===== src/rtl/uart_rx_pkg.sv =====
// Shared types and helpers for the UART RX bit timer.
// Frame-length and prescale-legality rules live here so every block agrees on them.
package uart_rx_pkg;

    typedef enum logic [1:0] {
        IDLE = 2'd0,
        RUN  = 2'd1,
        ERR  = 2'd2
    } state_t;

    localparam int DEFAULT_PRESCALE = 8;
    localparam int MIN_PRESCALE     = 4;

    // start + data + optional parity + one or two stop bits
    function automatic int frame_len(input int data_w, input logic par, input logic stop2);
        return 1 + data_w + (par ? 1 : 0) + (stop2 ? 2 : 1);
    endfunction

    function automatic logic prescale_legal(input int p, input int max);
        return (p[0] == 1'b0) && (p >= MIN_PRESCALE) && (p <= max);
    endfunction

endpackage


===== src/rtl/rx_edge_prescaler.sv =====
// Oversampling edge counter for one RX bit, with mid-bit sample window and bit-end decode.
// The resync input restarts the count at edge 2 when a line transition lands outside the window.
module rx_edge_prescaler #(
    parameter int EDGE_W = 6
) (
    input  logic              CLK,
    input  logic              RST,
    input  logic              cnt_en,
    input  logic              active,
    input  logic              resync,
    input  logic [EDGE_W-1:0] p,
    output logic [EDGE_W-1:0] edge_cnt,
    output logic              sample_stb,
    output logic              sample_last,
    output logic              bit_end
);

    localparam logic [EDGE_W-1:0] ONE = EDGE_W'(1);
    localparam logic [EDGE_W-1:0] TWO = EDGE_W'(2);

    logic [EDGE_W-1:0] half;
    logic              in_win;
    logic              at_last;

    assign half    = {1'b0, p[EDGE_W-1:1]};
    assign in_win  = (edge_cnt == half - ONE) || (edge_cnt == half) || (edge_cnt == half + ONE);
    assign at_last = (edge_cnt == p);

    // The transition marks the boundary just crossed, so the next edge is edge 2 of the bit.
    always_ff @(posedge CLK) begin
        if (!RST) begin
            edge_cnt <= ONE;
        end else if (!cnt_en) begin
            edge_cnt <= ONE;
        end else if (resync && !in_win) begin
            edge_cnt <= TWO;
        end else if (at_last) begin
            edge_cnt <= ONE;
        end else begin
            edge_cnt <= edge_cnt + ONE;
        end
    end

    assign sample_stb  = active && in_win;
    assign sample_last = active && (edge_cnt == half + ONE);
    assign bit_end     = active && at_last;

endmodule


===== src/rtl/rx_bit_timer.sv =====
// UART RX bit/frame timer: config latch, IDLE/RUN/ERR control, bit counter and frame_done.
// Optional RX_EDGE_RESYNC_EN adds the rx_edge input that realigns the edge counter.
module rx_bit_timer
    import uart_rx_pkg::*;
#(
    parameter int DATA_W       = 8,
    parameter int MAX_PRESCALE = 32,
    localparam int EDGE_W      = $clog2(MAX_PRESCALE) + 1,
    localparam int BIT_W       = $clog2(DATA_W + 5)
) (
    input  logic              CLK,
    input  logic              RST,
    input  logic              enable,
`ifdef RX_EDGE_RESYNC_EN
    input  logic              rx_edge,
`endif
    input  logic [EDGE_W-1:0] prescale,
    input  logic              par_en,
    input  logic              stop2,
    output logic [EDGE_W-1:0] edge_cnt,
    output logic [BIT_W-1:0]  bit_cnt,
    output logic              sample_stb,
    output logic              sample_last,
    output logic              bit_end,
    output logic              frame_done,
    output logic              cfg_err
);

    localparam logic [BIT_W-1:0] BIT_ONE = BIT_W'(1);

    state_t            state;
    logic [EDGE_W-1:0] p_q;
    logic              par_q;
    logic              stop2_q;
    logic [BIT_W-1:0]  flen;
    logic              running;
    logic              cnt_en;
    logic              resync;

    assign flen    = BIT_W'(frame_len(DATA_W, par_q, stop2_q));
    assign running = (state == RUN);
    assign cnt_en  = running && enable;

`ifdef RX_EDGE_RESYNC_EN
    // The start bit is never realigned; its falling edge is what launched the frame.
    assign resync = rx_edge && (bit_cnt > BIT_ONE);
`else
    assign resync = 1'b0;
`endif

    rx_edge_prescaler #(
        .EDGE_W (EDGE_W)
    ) u_edge (
        .CLK         (CLK),
        .RST         (RST),
        .cnt_en      (cnt_en),
        .active      (running),
        .resync      (resync),
        .p           (p_q),
        .edge_cnt    (edge_cnt),
        .sample_stb  (sample_stb),
        .sample_last (sample_last),
        .bit_end     (bit_end)
    );

    always_ff @(posedge CLK) begin
        if (!RST) begin
            state   <= IDLE;
            p_q     <= EDGE_W'(DEFAULT_PRESCALE);
            par_q   <= 1'b0;
            stop2_q <= 1'b0;
        end else begin
            case (state)
                IDLE: begin
                    if (enable) begin
                        p_q     <= prescale;
                        par_q   <= par_en;
                        stop2_q <= stop2;
                        state   <= prescale_legal(int'(prescale), MAX_PRESCALE) ? RUN : ERR;
                    end
                end
                RUN: begin
                    if (!enable) state <= IDLE;
                end
                ERR: begin
                    if (!enable) state <= IDLE;
                end
                default: state <= IDLE;
            endcase
        end
    end

    // Bit advances on the last edge of a bit even if a resync fires on the same edge.
    always_ff @(posedge CLK) begin
        if (!RST) begin
            bit_cnt <= BIT_ONE;
        end else if (!cnt_en) begin
            bit_cnt <= BIT_ONE;
        end else if (bit_end) begin
            bit_cnt <= (bit_cnt < flen) ? bit_cnt + BIT_ONE : BIT_ONE;
        end
    end

    assign frame_done = bit_end && (bit_cnt == flen);
    assign cfg_err    = (state == ERR);

endmodule

===== config.mk =====
export PLATFORM = sky130hd
export DESIGN_NAME = rx_bit_timer
export DESIGN_NICKNAME = d
export VERILOG_FILES = /design/src/rtl/uart_rx_pkg.sv /design/src/rtl/rx_edge_prescaler.sv /design/src/rtl/rx_bit_timer.sv
export SDC_FILE = /design/constraint.sdc
export NUM_CORES = 1
export LEC_CHECK = 0
export BUFFER_PORTS_ARGS = -buffer_cell sky130_fd_sc_hd__buf_2
export CAP_MARGIN = 15
export CELL_PAD_IN_SITES_DETAIL_PLACEMENT = 1
export CELL_PAD_IN_SITES_GLOBAL_PLACEMENT = 2
export CORE_ASPECT_RATIO = 1.25
export CORE_MARGIN = 4
export CORE_UTILIZATION = 34
export DETAILED_ROUTE_END_ITERATION = 7
export GPL_TIMING_DRIVEN = 1
export PLACE_DENSITY_LB_ADDON = 0.1
export REMOVE_ABC_BUFFERS = 1
export SLEW_MARGIN = 30
export SYNTH_ARGS = -nofsm -noshare
export SYNTH_HDL_FRONTEND = slang
export SYNTH_SLANG_ARGS = --single-unit

===== constraint.sdc =====
create_clock -name CLK -period 4.01 [get_ports CLK]
set_clock_uncertainty 0.2 [all_clocks]
set_input_delay 0.2005 -clock CLK [delete_from_list [all_inputs] [get_ports CLK]]
set_output_delay 0.2005 -clock CLK [all_outputs]
set_load 0.05 [all_outputs]

# Yosys cells after proc, flatten, opt, wreduce, memory -nomap -nowiden
# Index checks and enable logic that the tools add are counted.
# classes
eq_ne,9
bitwise_logic,3
reduce_logical,15
n_lt_le_gt_ge,3
n_addsub,6
muxes,7
# op_table
operator,count
$eq 6x6->1,3
$mux 2,4
$logic_and 1x1->1,7
$add 5x1->6 const B,1
$add 6x1->6 const B,1
$eq 6x5->1,1
$ge 6x3->1 const B,1
$le 6x6->1 const B,1
$reduce_and 2->1,3
$sub 5x1->6 const B,1
$add 4x1->4 const A,1
$add 4x1->4 const B,1
$add 4x2->4,1
$eq 4x4->1,1
$lt 4x4->1,1
$mux 4,1
$ne 2x2->1 const B,2
$pmux 2 s2,1
$not 1->1,3
$reduce_or 3->1,1
$eq 2x1->1 const B,1
$eq 2x2->1 const B,1
$logic_not 2->1,1
$logic_or 1x1->1,2
other kinds (2),2
# word_totals
word_cells,49
output_inout_bits,15
regBits,20
in_bits,11

# Longest topological paths before layout
# Gate-level depths: netlist (run 1).
# logic_depth
word_depth,6
ltp_mapped,8
depth_no_buf,7

# By module
# A second synthesis (run 1) with hierarchy kept.
# unflattened
cells_unflattened,172
area_unflattened_um2,1438.9
# by_module_without_submodules
module,area_each_um2,seq_area_each_um2,cells_each,instances
rx_bit_timer,775.7,280.3,89,1
rx_edge_prescaler,663.1,120.1,83,1

# Worst setup path after synthesis (run 1)
# OpenSTA, ideal clock, no wires.
# synth_timing
kind,register to output
start,register u_edge.edge_cnt[3]
end,output port sample_stb
stages_incl_launch_ff,7
slack_ps,1307
n_path_buf,1
arrival_ps,2303
required_ps,3609
path_cell_list,dfxtp_1 -> buf_2 -> xnor2_2 -> xor2_1 -> nor3_1 -> o2111a_1 -> nand3b_1
# synth_between
elab_chain_len,4
elab_cells_between_ends,6
classes_between,eq/ne (3); reduce/logical (3)
# synth_lines
element,line_no,rtl
"start, declared",rx_edge_prescaler.sv:12,"output logic [EDGE_W-1:0] edge_cnt,"
"start signal, assigned",rx_edge_prescaler.sv:40,edge_cnt <= edge_cnt + ONE;
$eq 6x6->1 / $eq 6x5->1 (equally long branches),rx_edge_prescaler.sv:26,assign in_win = (edge_cnt == half - ONE) || (edge_cnt == half) || (edge_cnt == half + ONE);
$logic_or 1x1->1,rx_edge_prescaler.sv:26,
$logic_or 1x1->1 (*),rx_edge_prescaler.sv:26,
$logic_and 1x1->1 (*),rx_edge_prescaler.sv:44,assign sample_stb = active && in_win;
"end, declared",rx_bit_timer.sv:22,"output logic sample_stb,"
# Mark *: on every way between the ends. The rest lies on a longest branch, timed or not.

# Worst setup path in the final report (run 1)
# layout_timing
start,register p_q[1]
end,output port sample_stb
# layout_between
elab_chain_len,5
elab_cells_between_ends,8
classes_between,add/sub (2); eq/ne (3); reduce/logical (3)
# layout_lines
element,line_no,rtl
"start, declared",rx_bit_timer.sv:32,logic [EDGE_W-1:0] p_q;
"start signal, assigned",rx_bit_timer.sv:69,p_q <= EDGE_W'(DEFAULT_PRESCALE);
"start signal, assigned",rx_bit_timer.sv:76,p_q <= prescale;
$sub 5x1->6,rx_edge_prescaler.sv:26,
$eq 6x6->1,rx_edge_prescaler.sv:26,
$logic_or 1x1->1,rx_edge_prescaler.sv:26,
$logic_or 1x1->1 (*),rx_edge_prescaler.sv:26,
$logic_and 1x1->1 (*),rx_edge_prescaler.sv:44,
# Marks and branches as above.

==> results of run 1 <==
-- cells in the mapped netlist (2+ instances only) --
cell / n
buf_2: 4
buf_6: 2
dfxtp_1: 20
ha_1: 11
nor2_1: 10
clkbuf_1: 3
nand3_1: 11
and3_1: 4
nand3b_1: 4
nor2b_1: 2
nor3_1: 7
nand2_1: 26
o21ai_1: 2
o21ai_0: 3
xnor2_1: 10
inv_1: 9
a21boi_0: 9
nand4_1: 2
xor2_1: 11
-- worst max-delay path: cells and delay by family (launching register included) --
| kind | cells | cell delay [ns] |
|---|---|---|
| AOI/OAI and AO/OA | 1 | 0.21 |
| xor gates and xnor gates | 1 | 0.17 |
| adders and majority gates | 1 | 0.31 |
| buffers and inverters | 2 | 0.34 |
| DFF | 1 | 0.48 |
| and+or+nand+nor | 2 | 0.31 |
-- cell type report --
| cell class | instances | area (sq um) | area share (%) |
|---|---|---|---|
| multi-input cells | 131 | 892 | 55.8 |
| repair buffers | 28 | 155 | 9.70 |
| inverters | 10 | 42.5 | 2.66 |
| well taps | 54 | 67.6 | 4.23 |
| flip-flops and latches | 20 | 400 | 25.0 |
| clock buffers | 3 | 41.3 | 2.58 |
-- state kept, by name, indices dropped and copies added, names as in the netlist --
register / count
p_q: 6
state: 2
bit_cnt: 4
stop2_q: 1
par_q: 1
u_edge.edge_cnt: 6
-- per-layer routing --
| metal | part of all wire, % | vias up | routed length, um | global-route usage (%) |
|---|---|---|---|---|
| li1 | - | 619 | - | - |
| met1 | 37 | 600 | 1220 | 14.7 |
| met2 | 58 | 16 | 1900 | 27.3 |
| met3 | 2.9 | 4 | 96 | 2.39 |
| met4 | 1.5 | 0 | 49 | 4.98 |
| met5 | 0 | - | 0 | 0 |
-- metrics by stage --
stage	hold WS (ns)	total power (uW)	cells
global route	0.0114	466	246
finish	0.0117	433	246
floorplan	0.0723	285	161
detailed placement	0.242	310	240
global placement	0.238	305	240
CTS	0.00536	443	246
-- logic make-up (layout without fill, tap and decap cells) --
logic type                 count (synthesis)  after routing  synth area share (%)
buffers and inverters                     20             41                  7.44
xor gates and xnor gates                  22             22                  14.3
AOI/OAI and AO/OA                         22             22                  11.6
DFF                                       20             20                  28.7
muxes                                      1              1                 0.806
and+or+nand+nor                           75             75                  27.3
adders and majority gates                 11             11                  9.86
-- worst paths after layout --
kind | start | endpoint | depth (start not counted)
setup / recovery | p_q[1] | sample_stb | 7
hold / removal | prescale[0] | p_q[0] | 3
setup reg to reg | par_q | bit_cnt[2] | 7
hold reg to reg | par_q | par_q | 2
-- power by group --
part | internal (uW) | switching [uW] | leakage, uW | total, uW
registers | 207 | 13.0 | 0.000163 | 220
logic | 38.0 | 46.9 | 0.000482 | 85.0
clock network | 66.8 | 61.5 | 0.0000216 | 128
total | 312 | 121 | 0.000666 | 433
-- repair_timing --
| item | 4_1_cts | 5_1_grt |
|---|---|---|
| resized for setup | 0 | 0 |
| hold buffers | 3 | 0 |
| hold endpoints to repair | 3 | 0 |
==> results.md, run 1 <==
* Outcome: finished clean
* Max stage delay on crit path at 0.48 ns
* Post-layout util at 41.2%
* HPWL Detailed at 2.70 mm
* CP arrival at 2.08 ns
* Fmax at 0.403 GHz
* Placer congestion estimate at 0.822
* Leading cell types in the layout, fill and taps excluded: 26 x nand2_1, 25 x buf_2, 20 x dfxtp_1
* Ys flop type: dfxtp_1
* FFs w/ async S/R, synth at 0%
* Total track usage at 14.0%
* Layout cell share with drive strength beyond 1 at 17.7%
* FP Rows at 25
* Slew margin rel. at 66.8%
* Io pins at 26
* Antenna diodes at 0
* Peak supply drop at 0.000136 V
* DR pass1 iterations at 3
* Worst Path Max Fanout at 8
* Leak at 0.000666 uW
* Worst endpoint required time at 3.61 ns
* Total of max-cap violations at 0
* Die width at 65.3 um
* NumNets Final at 216
* Synthesis-stage register bit count at 20
* Final hold violations at 0
* Final setup TNS at 0 ns
* Period utilization at 61.9%
* Die area at 0.00520 sq mm
* Post-synthesis sequential area ratio at 28.7%
* CTS Sinks at 20
* RSZ-0062 raised after global routing: false
* Syn. warnings at 0
* Worst-margin pin slew at 0.497 ns
* First-pass GRT wire length at 5.71 mm
* Max H-tree Level at 1
* Final Instance Area at 0.00160 sq mm
* Largest net degree at the start of global routing at 13
* Fin crit period at 2.48 ns
* Avg WL per Cell at 13.3 um
* CTS Root Cell: clkbuf_8
* Postcts setup bufs at 0
* Top cells by area, synth: dfxtp_1 29%, ha_1 9.9%, nand2_1 7.0%, xor2_1 6.9%, xnor2_1 6.3%
* Hold Crit Class: input port to register
* DRC at 0
* Vias in the first global route at 1,251
* Crit end category: output pin
* Clk Latency, worst-skew pair at 0.25 ns
* Number of distinct library cells after synthesis at 40
* Setup slack, reg-to-reg at 1.91 ns
* Final Setup Violations at 0
* Fillers at 516
* Final worst-path setup slack at 1.53 ns
* DP Area at 0.00153 sq mm
* CTS Buf Count at 3
* Initial antenna violation count at 0
* Final ANT Viol Nets at 0
* Mapped Area at 0.00140 sq mm
* Vias/cell at 5.04
* Max Transition Viols Final at 0
* Synthesized area per cell at 8.17 sq um
* Share of the synthesized area in the top cell type at 28.7%
* Initial core utilization at 36.0%
* Clk buf depth at 2
* CP Cell Sequence: inv_1, ha_1, xor2_1, nor3_1, o2111a_1, nand3b_1, buf_2
* DIE HEIGHT at 79.7 um
* EDFF count, synth at 0
* DRT iter0 DRCs at 25
* Crit path launch type: register
* GRT overflow at 0
* Worst-path clk slew at 0.07 ns
* Place WS at 1.79 ns
* Syn-to-layout area delta at 14.5%
* PD cells at 271 mW/mm^2
* Critical path type: register to output pin
* Synth area leader: dfxtp_1
* Core ar. at 0.00388 sq mm
* Vias post-DR at 1,239
* CTS tree: yes
* Commonest non-fill, non-tap cell in the layout: nand2_1
* Slowest CP cell: dfxtp_1
* WL final at 3.27 mm
* Number of I/O port buffers at 25
* Gate count of the mapped netlist at 171
Note: power is estimated with default switching activity, not from simulation.
==> run 2, diff against run 1 <==
- ABC_AREA: default -> 1
- CORE_UTILIZATION: 34 -> 29
- clock period: 4.01 -> 2.6 ns (I/O delays scaled with it)
==> results.md, run 2 <==
* CP Cell Sequence: inv_2, ha_1, inv_1, nand2_1, nand2_1, nand2_1, nor2_1, nand2_1, inv_1, nand3_1, nand2_1, buf_2
* Final setup TNS at 0 ns
* Slowest CP cell: dfxtp_1
* Fillers at 697
* Initial antenna violation count at 0
* Total track usage at 15.4%
* CTS Root Cell: clkbuf_8
* Post-synthesis sequential area ratio at 26.3%
* Synthesis-stage register bit count at 20
* Outcome: finished clean
* Number of I/O port buffers at 25
* Slew margin rel. at 69.7%
* Die area at 0.00648 sq mm
* Gate count of the mapped netlist at 240
* Most frequent cell after synthesis: nand2_1
* Largest net degree at the start of global routing at 15
* NumNets Final at 295
* GRT overflow at 0
* DRT iter0 DRCs at 36
* Leading cell types in the layout, fill and taps excluded: 78 x nand2_1, 26 x inv_1, 25 x nor2_1, 25 x buf_2, 20 x dfxtp_1
* Final ANT Viol Nets at 0
* Synth area leader: dfxtp_1
* Post-cts hold buffer count at 7
* Syn-to-layout area delta at 19.0%
* Clk buf depth at 2
* Vias in the first global route at 1,614
* Reg-to-Reg Start: state[0]
* Top cells by count, synth: 78 x nand2_1, 26 x inv_1, 25 x nor2_1
* CTS resizes at 0
* Leak at 0.000947 uW
* Peak supply drop at 0.000195 V
* Io pins at 26
* FP Rows at 29
* WL final at 4.41 mm
* DIE HEIGHT at 89.0 um
* Postcts setup bufs at 0
* DR pass1 iterations at 2
* Crit end category: output pin
* PD cells at 418 mW/mm^2
* Fmax at 0.430 GHz
* Crit path launch type: register
* Share of the synthesized area in the top cell type at 26.3%
* Antenna diodes at 0
* Period utilization at 89.4%
* Die width at 72.8 um
* Synthesized area per cell at 6.34 sq um
* Top layer in use: met4
* Fin crit period at 2.32 ns
* DP Area at 0.00170 sq mm
* Cell repeated most along the worst path: nand2_1
* Max Transition Viols Final at 0
* Final hold violations at 0
* CTS Buf Count at 3
* FFs w/ async S/R, synth at 0%
* DR WL met3 at 76 um
* Top cells by area, synth: dfxtp_1 26%, nand2_1 19%, ha_1 9.0%, inv_1 6.4%, nand3_1 6.3%
* Max H-tree Level at 1
* Critical path type: register to output pin
* Core ar. at 0.00508 sq mm
* Vias post-DR at 1,523
* Hold Crit Class: input port to register
* Mapped Area at 0.00152 sq mm
* Layout cell share with drive strength beyond 1 at 16.6%
* DRC at 0
* Worst endpoint required time at 2.27 ns
* Vias/cell at 4.57
* Worst-margin pin slew at 0.454 ns
* First-pass GRT wire length at 7.73 mm
* Commonest non-fill, non-tap cell in the layout: nand2_1
* Worst Path Max Fanout at 8
* Placer congestion estimate at 0.855
* Final Instance Area at 0.00181 sq mm
* CP arrival at 1.99 ns
* Final Setup Violations at 0
* CTS tree: yes
* Worst-path clk slew at 0.07 ns
* Final worst-path setup slack at 0.276 ns
* CTS Sinks at 20
* Avg WL per Cell at 13.2 um
* M1 wire length at 1.96 mm
* Number of distinct library cells after synthesis at 26
* Syn. warnings at 0
* RSZ-0062 raised after global routing: false
* Max stage delay on crit path at 0.44 ns
* Post-layout util at 35.6%
* Place WS at 0.557 ns
* Worst hold slack at 0.0131 ns
* HPWL Detailed at 3.61 mm
* Initial core utilization at 30.0%
* Total of max-cap violations at 0
* Met2 routed WL at 2.26 mm
* Critical Path Source: p_q[1]
* Ys flop type: dfxtp_1
* Clk Latency, worst-skew pair at 0.26 ns
* Worst Hold Launch: prescale[0]
* Largest registers: p_q x6, u_edge.edge_cnt x6, bit_cnt x4
* EDFF count, synth at 0
## run 2: changes by cell type after synthesis, moves of 6 or more
cell / change
inv_2: +9
a21oi_1: +10
xnor2_1: -7
nand2_1: +52
a21boi_0: -9
o21ai_0: +8
nand3_1: +8
nor3_1: -6
nor2_1: +15
inv_1: +17
## run 2: final cells by class
cell class,instances,area [sq um],area share [%]
inverters,35,131,7.26
repair buffers,32,195,10.8
flip-flops and latches,20,400,22.1
multi-input cells,181,965,53.3
well taps,62,77.6,4.28
clock buffers,3,41.3,2.28
## run 2: critical path, delay by kind of cell, from the launching register on
| kind | cells | cell delay (ns) |
|---|---|---|
| AND/OR/NAND/NOR | 7 | 0.51 |
| buffers and inverters | 4 | 0.48 |
| flip-flops | 1 | 0.44 |
| adder cells (fa/ha/maj) | 1 | 0.32 |
## run 2: layer usage
layer  global-route usage [%]  up-vias
li1                         -      815
met1                     18.1      678
met2                     28.2       22
met3                     1.35        8
met4                     6.88        0
met5                        0        -
## run 2: final timing paths
path / cells past startpoint / endpoint / slack (ns)
hold / removal: 4 / state[0] / 0.01
setup reg to reg: 7 / p_q[3] / 0.43
hold reg to reg: 2 / state[0] / 0.29
setup / recovery: 12 / sample_stb / 0.28
## run 2: logic make-up (layout without fill, tap and decap cells)
group / Yosys count / after routing / share of synthesized area (%)
AND/OR/NAND/NOR: 134 / 134 / 39.1
XOR/XNOR: 10 / 10 / 5.76
multiplexers: 1 / 1 / 0.740
AO/OA/AOI/OAI: 25 / 25 / 8.80
adder cells (fa/ha/maj): 11 / 11 / 9.05
buffers and inverters: 39 / 70 / 10.3
flip-flops: 20 / 20 / 26.3
## run 2: power by group
| group | internal (uW) | switching (uW) |
|---|---|---|
| Combinational | 74.0 | 130 |
| Clock | 103 | 105 |
| Sequential | 323 | 20.9 |
| Total | 500 | 256 |
## run 2: stage by stage
stage                     instances  power (uW)
after floorplan                 236         494
after global placement          323         548
after detailed placement        323         551
after CTS                       333         774
after global routing            333         820
final                           333         756
==> run 3, diff against run 2 <==
- CORE_UTILIZATION: 29 -> 26
==> results.md, run 3 (same netlist as run 2, synthesis figures left out) <==
* Clk buf depth at 2
* Commonest non-fill, non-tap cell in the layout: nand2_1
* Post-cts hold buffer count at 9
* Io pins at 26
* Worst Path Max Fanout at 8
* Period utilization at 88.6%
* Placer congestion estimate at 0.812
* Final ANT Viol Nets at 0
* Final hold violations at 1
* Critical path type: register to output pin
* RR Endpoint: p_q[3]
* DIE HEIGHT at 93.5 um
* Antenna diodes at 0
* Worst endpoint required time at 2.27 ns
* Worst-margin pin slew at 0.444 ns
* HPWL Detailed at 3.63 mm
* CTS resizes at 0
* CTS tree: yes
* Vias post-DR at 1,557
* Fmax at 0.434 GHz
* Worst R2R Path Depth at 7
* Max Transition Viols Final at 0
* Leak at 0.000966 uW
* Peak supply drop at 0.000188 V
* CTS Sinks at 20
* Max H-tree Level at 1
* PD cells at 435 mW/mm^2
* NumNets Final at 298
* Vias in the first global route at 1,642
* Avg WL per Cell at 13.4 um
* Reg-to-Reg Start: state[0]
* Hold Crit Class: input port to register
* Crit path launch type: register
* Final setup TNS at 0 ns
* Total track usage at 13.9%
* Postcts setup bufs at 0
* Largest registers: p_q x6, u_edge.edge_cnt x6, bit_cnt x4
* Crit end category: output pin
* Vias/cell at 4.59
* Core ar. at 0.00556 sq mm
* Layout cell share with drive strength beyond 1 at 17.1%
* Hold Crit Endpoint: state[0]
* CTS Buf Count at 3
* Syn-to-layout area delta at 21.9%
* DRC at 0
* CP arrival at 1.97 ns
* Tot Pwr at 806 uW
* Cell Count, Final, Fillers Out at 339
* Die area at 0.00715 sq mm
* Worst hold slack at -0.00355 ns
* DR pass1 iterations at 4
* Worst Hold Launch: prescale[0]
* Slew margin rel. at 70.3%
* Final Instance Area at 0.00185 sq mm
* Worst-path clk slew at 0.09 ns
* Number of I/O port buffers at 25
* CTS Root Cell: clkbuf_8
* Setup slack, reg-to-reg at 0.37 ns
* Outcome: finished, violations left
* Initial core utilization at 27.4%
* GRT overflow at 0
* Die width at 76.4 um
* DRT iter0 DRCs at 24
* WL final at 4.54 mm
* Post-layout util at 33.4%
* Clk Latency, worst-skew pair at 0.27 ns
* Initial antenna violation count at 0
* Placed cells at 326
* Hold Path Depth at 4
* Total of max-cap violations at 0
* FP Rows at 30
* Largest net degree at the start of global routing at 15
* First-pass GRT wire length at 7.95 mm
* Final Setup Violations at 0
* Fin crit period at 2.30 ns
* Leading cell types in the layout, fill and taps excluded: 78 x nand2_1, 26 x inv_1, 25 x nor2_1, 25 x buf_2, 20 x dfxtp_1
* Failing checks: negative hold slack
* RSZ-0062 raised after global routing: false
* DP Area at 0.00171 sq mm
run 3: worst max path at each step:
stage / start / endpoint / slack, ns
2_1_floorplan: u_edge.edge_cnt[3] / frame_done / 0.31
3_3_place_gp: p_q[1] / sample_stb / 0.63
3_5_place_dp: p_q[1] / sample_stb / 0.58
4_1_cts: p_q[1] / sample_stb / 0.27
5_1_grt: p_q[1] / sample_stb / 0.04
6_report: p_q[1] / sample_stb / 0.30
run 3: per-layer routing:
layer / global-route usage, % / part of all wire [%]
met1: 16.3 / 44
met2: 26.2 / 52
met3: 1.54 / 2.0
met4: 4.68 / 1.8
met5: 0 / 0
run 3: metrics by stage:
stage | hold slack, ns | setup slack, ns
5_1_grt | 0.0256 | 0.0442
3_3_place_gp | 0.180 | 0.630
3_5_place_dp | 0.185 | 0.581
4_1_cts | 0.000421 | 0.266
6_report | -0.00355 | 0.296
2_1_floorplan | 0.0286 | 0.311
run 3: final cells by class:
cell class | count | area (sq um)
well taps | 64 | 80.1
inverters | 35 | 131
clock buffers | 4 | 55.1
multi-input cells | 181 | 965
flip-flops and latches | 20 | 400
fillers | 736 | 3700
repair buffers | 35 | 223
run 3: where the power goes:
group | switching (uW) | internal (uW) | total, uW | leakage, uW
Clock | 117 | 135 | 252 | 0.0000288
Sequential | 20.7 | 323 | 343 | 0.000163
Combinational | 133 | 77.9 | 211 | 0.000774
run 3: critical path, stage by stage, from the launching register on:
cell and delay (ns):
dfxtp_1 0.43, inv_2 0.12, ha_1 0.32, inv_1 0.04, nand2_1 0.06, nand3_1 0.06, nor2_1 0.09, nand2_1 0.05
nor2_1 0.08, nand2_1 0.05, nand2_1 0.05, nand2_1 0.05, nand2_1 0.05, buf_2 0.25
